$ cat src/rtl/dmem_ctrl.sv
// Data-memory access controller: M-stage load/store to a two-phase (addr/data) bus.
// Optional alignment check enabled by defining DMEM_ALIGN_CHECK_EN.
module dmem_ctrl #(
  parameter int ALIGN_W = 2
) (
  input  logic        clk,
  input  logic        rst,
  input  logic        memenM,
  input  logic        memwriteM,
  input  logic [1:0]  sizeM,
  input  logic [3:0]  sig_write,
  input  logic [31:0] aluoutM,
  input  logic [31:0] writedataM,
  input  logic        flushM,
  input  logic        stall_ext,
  output logic [31:0] readdataM,
  output logic        stall_memM,
  output logic        data_req,
  output logic        data_wr,
  output logic [1:0]  data_size,
  output logic [3:0]  data_wstrb,
  output logic [31:0] data_addr,
  output logic [31:0] data_wdata,
  input  logic        data_addr_ok,
  input  logic        data_data_ok,
  input  logic [31:0] data_rdata,
  output logic        adelM,
  output logic        adesM
);

`ifdef DMEM_ALIGN_CHECK_EN
  localparam logic CHECK_EN = 1'b1;
`else
  localparam logic CHECK_EN = 1'b0;
`endif

  typedef enum logic [1:0] {
    S_IDLE,
    S_REQ,
    S_WAIT,
    S_HOLD
  } state_e;

  state_e      state_q, state_d;
  logic [31:0] rdata_q, rdata_d;

  logic misaligned;
  logic err;
  logic issue;
  logic st_idle, st_req, st_wait;

  always_comb begin
    misaligned = 1'b0;
    case (sizeM)
      2'd1:    misaligned = aluoutM[0];
      2'd2:    misaligned = |aluoutM[ALIGN_W-1:0];
      default: misaligned = 1'b0;
    endcase
  end

  assign err     = CHECK_EN & misaligned;
  assign issue   = memenM & ~flushM & ~err;
  assign st_idle = (state_q == S_IDLE);
  assign st_req  = (state_q == S_REQ);
  assign st_wait = (state_q == S_WAIT);

  // Request/stall are gated by rst so an M instruction held during reset cannot leak a request.
  assign data_req   = rst & ((st_idle & issue) | st_req);
  assign stall_memM = rst & ((st_idle & issue) | st_req | (st_wait & ~data_data_ok));
  assign readdataM  = st_wait ? data_rdata : rdata_q;

  assign data_wr    = memwriteM;
  assign data_size  = sizeM;
  assign data_addr  = aluoutM;
  assign data_wdata = writedataM;
  assign data_wstrb = memwriteM ? sig_write : 4'b0000;

  assign adelM = rst & err & memenM & ~memwriteM;
  assign adesM = rst & err & memenM & memwriteM;

  always_comb begin
    state_d = state_q;
    rdata_d = rdata_q;
    case (state_q)
      S_IDLE: begin
        if (issue) state_d = data_addr_ok ? S_WAIT : S_REQ;
      end
      S_REQ: begin
        if (data_addr_ok) state_d = S_WAIT;
      end
      S_WAIT: begin
        if (data_data_ok) begin
          rdata_d = data_rdata;
          state_d = stall_ext ? S_HOLD : S_IDLE;
        end
      end
      S_HOLD: begin
        if (!stall_ext) state_d = S_IDLE;
      end
      default: state_d = S_IDLE;
    endcase
  end

  always_ff @(posedge clk or negedge rst) begin
    if (!rst) begin
      state_q <= S_IDLE;
      rdata_q <= '0;
    end else begin
      state_q <= state_d;
      rdata_q <= rdata_d;
    end
  end

endmodule

$ cat config.mk
export PLATFORM = sky130hd
export DESIGN_NAME = dmem_ctrl
export DESIGN_NICKNAME = d
export VERILOG_FILES = /design/src/rtl/dmem_ctrl.sv
export SDC_FILE = /design/constraint.sdc
export NUM_CORES = 1
export LEC_CHECK = 0
export BUFFER_PORTS_ARGS = -buffer_cell sky130_fd_sc_hd__buf_2
export CAP_MARGIN = 20
export CORE_AREA = 2 2 85 87
export DETAILED_ROUTE_END_ITERATION = 10
export DIE_AREA = 0 0 87 89
export PLACE_DENSITY = 0.81
export SETUP_SLACK_MARGIN = 0.05
export SLEW_MARGIN = 0
export SYNTH_ARGS = -nofsm -noshare
export SYNTH_HDL_FRONTEND = slang
export SYNTH_SLANG_ARGS = --single-unit
export TNS_END_PERCENT = 30
$ cat constraint.sdc
create_clock -name clk -period 5 [get_ports clk]
set_clock_uncertainty 0.2 [all_clocks]
set_input_delay 1 -clock clk [delete_from_list [all_inputs] [get_ports clk]]
set_output_delay 1 -clock clk [all_outputs]
set_load 0.02 [all_outputs]
# Yosys cells after proc, flatten, opt, wreduce, memory -nomap -nowiden

Cells that the tools add are included.

Add/subtract/negate cells: 0
Multiply operators: 0
Divide/modulo/power cells: 0
Magnitude comparators: 0
Equality and inequality tests: 7
Shifts and indexed selects: 0
Mux-type cells: 9
Bitwise gates (word level): 9
Reduce and logical (&&, ||, !) cells: 3

Operators with widths:

| operator           | number |
|---|---|
| $mux 32            | 1 |
| $mux 2             | 6 |
| $ne 2x2->1 const B | 4 |
| $pmux 2 s4         | 1 |
| $and 1x1->1        | 5 |
| $eq 2x2->1 const B | 2 |
| $mux 4             | 1 |
| $reduce_and 4->1   | 1 |
| $eq 2x1->1 const B | 1 |
| $logic_not 2->1    | 1 |
| $not 1->1          | 2 |
| $or 1x1->1         | 2 |
| $reduce_and 2->1   | 1 |

Register bits: 34
Latch bits: 0
Bits in writable memories: 0
Memory bits (read-only): 0
Bits of input ports: 110
Output and inout port bits: 107
Logic and storage cells: 30
Memories: 0

# Logic depth before layout (Yosys ltp)

Depth after elaboration: 6
Gate-level depth with buffers: 4
Mapped depth without buffers: 3

# Worst setup path after synthesis

No wires, ideal clock.

Path kind: input -> output
Start point: input port rst
End point: output port stall_memM
Arrival: 1628 ps
Required time: 3800 ps
Setup slack: 2172 ps
Cell stages on the path: 2
Buffers on the path: 0
Path through: inv_1 > o32ai_1

Cells in the longest elaborated chain, start to end: 1

Ends and longest elaborated chain:

| element            | RTL line | text |
|---|---|---|
| start: declaration | 7        | `input logic rst,` |
| $and 1x1->1        | 69       | `assign stall_memM = rst & ((st_idle & issue) \| st_req \| (st_wait & ~data_data_ok));` |
| end: declaration   | 17       | `output logic stall_memM,` |

Every way passes these cells.

# Worst setup path after layout

Start point: register state_q[0]
End point: output port readdataM[31]

Cells in the longest elaborated chain, start to end: 2

Ends and longest elaborated chain:

| element                  | RTL line | text |
|---|---|---|
| start: declaration       | 44       | `state_e state_q, state_d;` |
| start signal: assignment | 109      | `state_q <= state_d;` |
| $eq 2x2->1               | 65       | `assign st_wait = (state_q == S_WAIT);` |
| $mux 32                  | 70       | `assign readdataM = st_wait ? data_rdata : rdata_q;` |
| end: declaration         | 16       | `output logic [31:0] readdataM,` |

Every way passes these cells.

==> run_results.csv <==
group,metric,value,unit
floorplanning,die_y,89,µm
worst_setup_path,timing_worst_setup_path_type,"register to output pin",
power,total_power_density_per_cell_area,710,nW/µm²
worst_setup_path,critPathLaunchType,"register",
routing,vias,1360,
floorplanning,dieArea,7740,µm²
clock_network,cts_num_sinks,34,
sta,max_slew.worst_pin.slew,0.626,ns
placed_design,io_buf_count,82,
layout,most-common-layout-cells,"sky130_fd_sc_hd__buf_2, sky130_fd_sc_hd__dfrtp_1, sky130_fd_sc_hd__mux2_2",
sta,totalNegativeSetupSlack,0,ns
worst_setup_path,worst-endpoint-arrival,2.00,ns
routing,routedWlPerCell,16.1,µm
logic_synthesis,yosys.area.top_type_share,35.3,%
global_routing,groute.usage.overall,11.8,%
worst_setup_path,worst-path-max-fanout,18,
clock_network,worst_skew_pair.late_latency,0.28,ns
clock_network,cts_post_setup_buffers_inserted,0,
logic_synthesis,syn_area,2410,µm²
sta,final-hold-violation-count,0,
routing,drt_iter0_drc,24,
global_routing,overflow_after_grt,0,
routing,drcViolationCount,0,
routing,drt_pre_antenna_iters,4,
outcome,status,"complete, no violations",
worst_setup_path,endpoint_kind,"output pin",
layout,nNetsFinal,322,
global_routing,grt_max_degree,34,
floorplanning,effective_utilization_at_floorplan,35.9,%
flow_run,maxCapViolCount,0,
sta,highest_clock_rate,312,MHz
placed_design,place.detailed.hpwl,3.63,mm
layout,mostFrequentLayoutCell,"sky130_fd_sc_hd__buf_2",
global_routing,antenna_found_initial,0,
sta,timing_max_transition_violations_final,0,
clock_network,cts_resized,0,
worst_setup_path,crit_path_top_delay_cell,"sky130_fd_sc_hd__nand2b_2",
worst_setup_path,cp.required,3.80,ns
logic_synthesis,postSynthRegisterBits,34,
clock_network,clockBufferDepth,2,
logic_synthesis,synth_warnings,0,
floorplanning,site_row_count,30,
logic_synthesis,post_synth.cell_area_avg,12.3,µm²
worst_setup_path,crit_chain,"nand2b_2, buf_16, mux2_2, buf_2",
global_routing,first_pass_grt_wire_length,6.76,mm
power,power.leakage,1.29,nW
sta,min_period_over_period,64.1,%
logic_synthesis,netlist.top_cell.by_area,"sky130_fd_sc_hd__dfrtp_1",
power,power,1.76,mW
floorplanning,dieWidth,87,µm
clock_network,htreeDepth,2,
layout,summed_area_of_non_filler_cells_in_the_final_layout,2470,µm²
clock_network,cts_made_buffers,5,
placed_design,gp_congestion,0.785,
clock_network,root_buffer,"sky130_fd_sc_hd__clkbuf_8",
floorplanning,core_area,6720,µm²
placed_design,dp_worst_setup_slack,1.88,ns
layout,final_layout_size_suffix_gt1_share,73.1,%
layout,n_fill_cell,675,
routing,totalWireLength,4.70,mm
logic_synthesis,post_synth_inst_count,196,
layout,syn2layout_area_growth,2.49,%
layout,antenna_cells,0,
layout,final-instance-count-excl-fill,292,
routing,avgViaCountPerCell,4.66,
min_path,hp-class,"register to register",
placed_design,place_inst,284,
logic_synthesis,synth_area_leaders,"sky130_fd_sc_hd__dfrtp_1, sky130_fd_sc_hd__buf_4, sky130_fd_sc_hd__mux2_4",
clock_network,clk_pin_slew,0.07,ns
routing,remaining_antenna_violation_count,0,
sta,period_needed,3.20,ns
sta,worst_slew_margin_relative_to_its_limit,58.2,%
sta,final-setup-viol-count,0,
power,irDropWorstVdd,0.303,mV
worst_setup_path,critical_path.n_buffers_inverters,2,
sta,final.setup.worst_slack,1.80,ns
global_routing,grt_pass1_vias,1289,
floorplanning,io_pins,217,
sta,rsz_0062_raised_after_global_routing,"false",
logic_synthesis,netlist-cell-type-count,19,
clock_network,clock_tree_from_tritoncts,"yes",
logic_synthesis,sequential_area_share_after_synthesis,35.3,%
clock_network,post_cts_hold_buffer_count,0,
worst_setup_path,timing.critical_path.max_delay_family,"simple AND/OR/NAND/NOR gates",
placed_design,placed_area,2330,µm²
worst_setup_path,cp_slowest_stage_delay,0.55,ns
## worst paths after layout
path	from	depth (start not counted)	endpoint	slack, ns
min in group asynchronous	rst	1	state_q[0]$_DFFE_PN0P_	0.33
hold reg to reg	rdata_q[1]$_DFFE_PN0P_	1	rdata_q[1]$_DFFE_PN0P_	0.29
max in group asynchronous	rst	2	rdata_q[23]$_DFFE_PN0P_	3.64
setup / recovery	state_q[0]$_DFFE_PN0P_	4	readdataM[31]	1.80
setup reg to reg	state_q[1]$_DFFE_PN0P_	2	rdata_q[0]$_DFFE_PN0P_	3.34
hold / removal	rdata_q[1]$_DFFE_PN0P_	1	rdata_q[1]$_DFFE_PN0P_	0.29
## where the power goes
part	internal (mW)	switching (mW)	total, mW	leakage, nW
clock	0.159	0.0958	0.255	0.0573
combinational	0.533	0.478	1.01	0.829
sequential	0.416	0.0735	0.489	0.403
## routing by layer
metal	routed length [µm]	GRT usage [%]	vias to the layer above
met2	2560	21.8	97
met5	0	0	-
met1	1610	11.7	623
met4	110	5.26	0
met3	422	4.52	22
li1	-	-	618
## registers in the layout, summed over array words and instances (netlist names)
register,count
rdata_q,32
state_q,2
## per-stage QoR
step	hold WS, ns	utilization, %
finish	0.291	36.8
floorplan	0.259	-
global route	0.315	36.8
detailed placement	0.279	34.7
global placement	0.270	34.7
CTS	0.296	36.4
## cell usage after synthesis
cell / number
sky130_fd_sc_hd__and2_1: 4
sky130_fd_sc_hd__buf_6: 1
sky130_fd_sc_hd__nand2_1: 1
sky130_fd_sc_hd__buf_4: 69
sky130_fd_sc_hd__buf_12: 3
sky130_fd_sc_hd__o32ai_1: 1
sky130_fd_sc_hd__nand2b_1: 2
sky130_fd_sc_hd__conb_1: 1
sky130_fd_sc_hd__dfrtp_1: 34
sky130_fd_sc_hd__mux2_1: 2
sky130_fd_sc_hd__inv_1: 3
sky130_fd_sc_hd__o21ai_0: 3
sky130_fd_sc_hd__a21oi_1: 3
sky130_fd_sc_hd__nand3_1: 1
sky130_fd_sc_hd__nand3b_4: 1
sky130_fd_sc_hd__mux2_2: 33
sky130_fd_sc_hd__mux2_4: 29
sky130_fd_sc_hd__buf_2: 3
sky130_fd_sc_hd__nor2_1: 2
## cells by family (layout without fill, tap and decap cells)
logic type,Yosys count,after routing,share of synthesized area (%)
compound gates,7,7,1.61
flops,34,34,35.3
buf+inv,79,94,25.5
mux,64,64,34.4
simple gates,11,11,3.06
other cells,1,2,0.155
## final cells by class
class | instances | area [µm²] | share of cell area, %
Tap cell | 80 | 100 | 4.05
Multi-Input combinational cell | 84 | 952 | 38.5
Clock inverter | 1 | 30.0 | 1.21
Sequential cell | 34 | 851 | 34.4
Clock buffer | 6 | 82.6 | 3.34
Inverter | 3 | 11.3 | 0.455
Timing Repair Buffer | 84 | 445 | 18.0
Note: power is estimated with default switching activity, not from simulation.
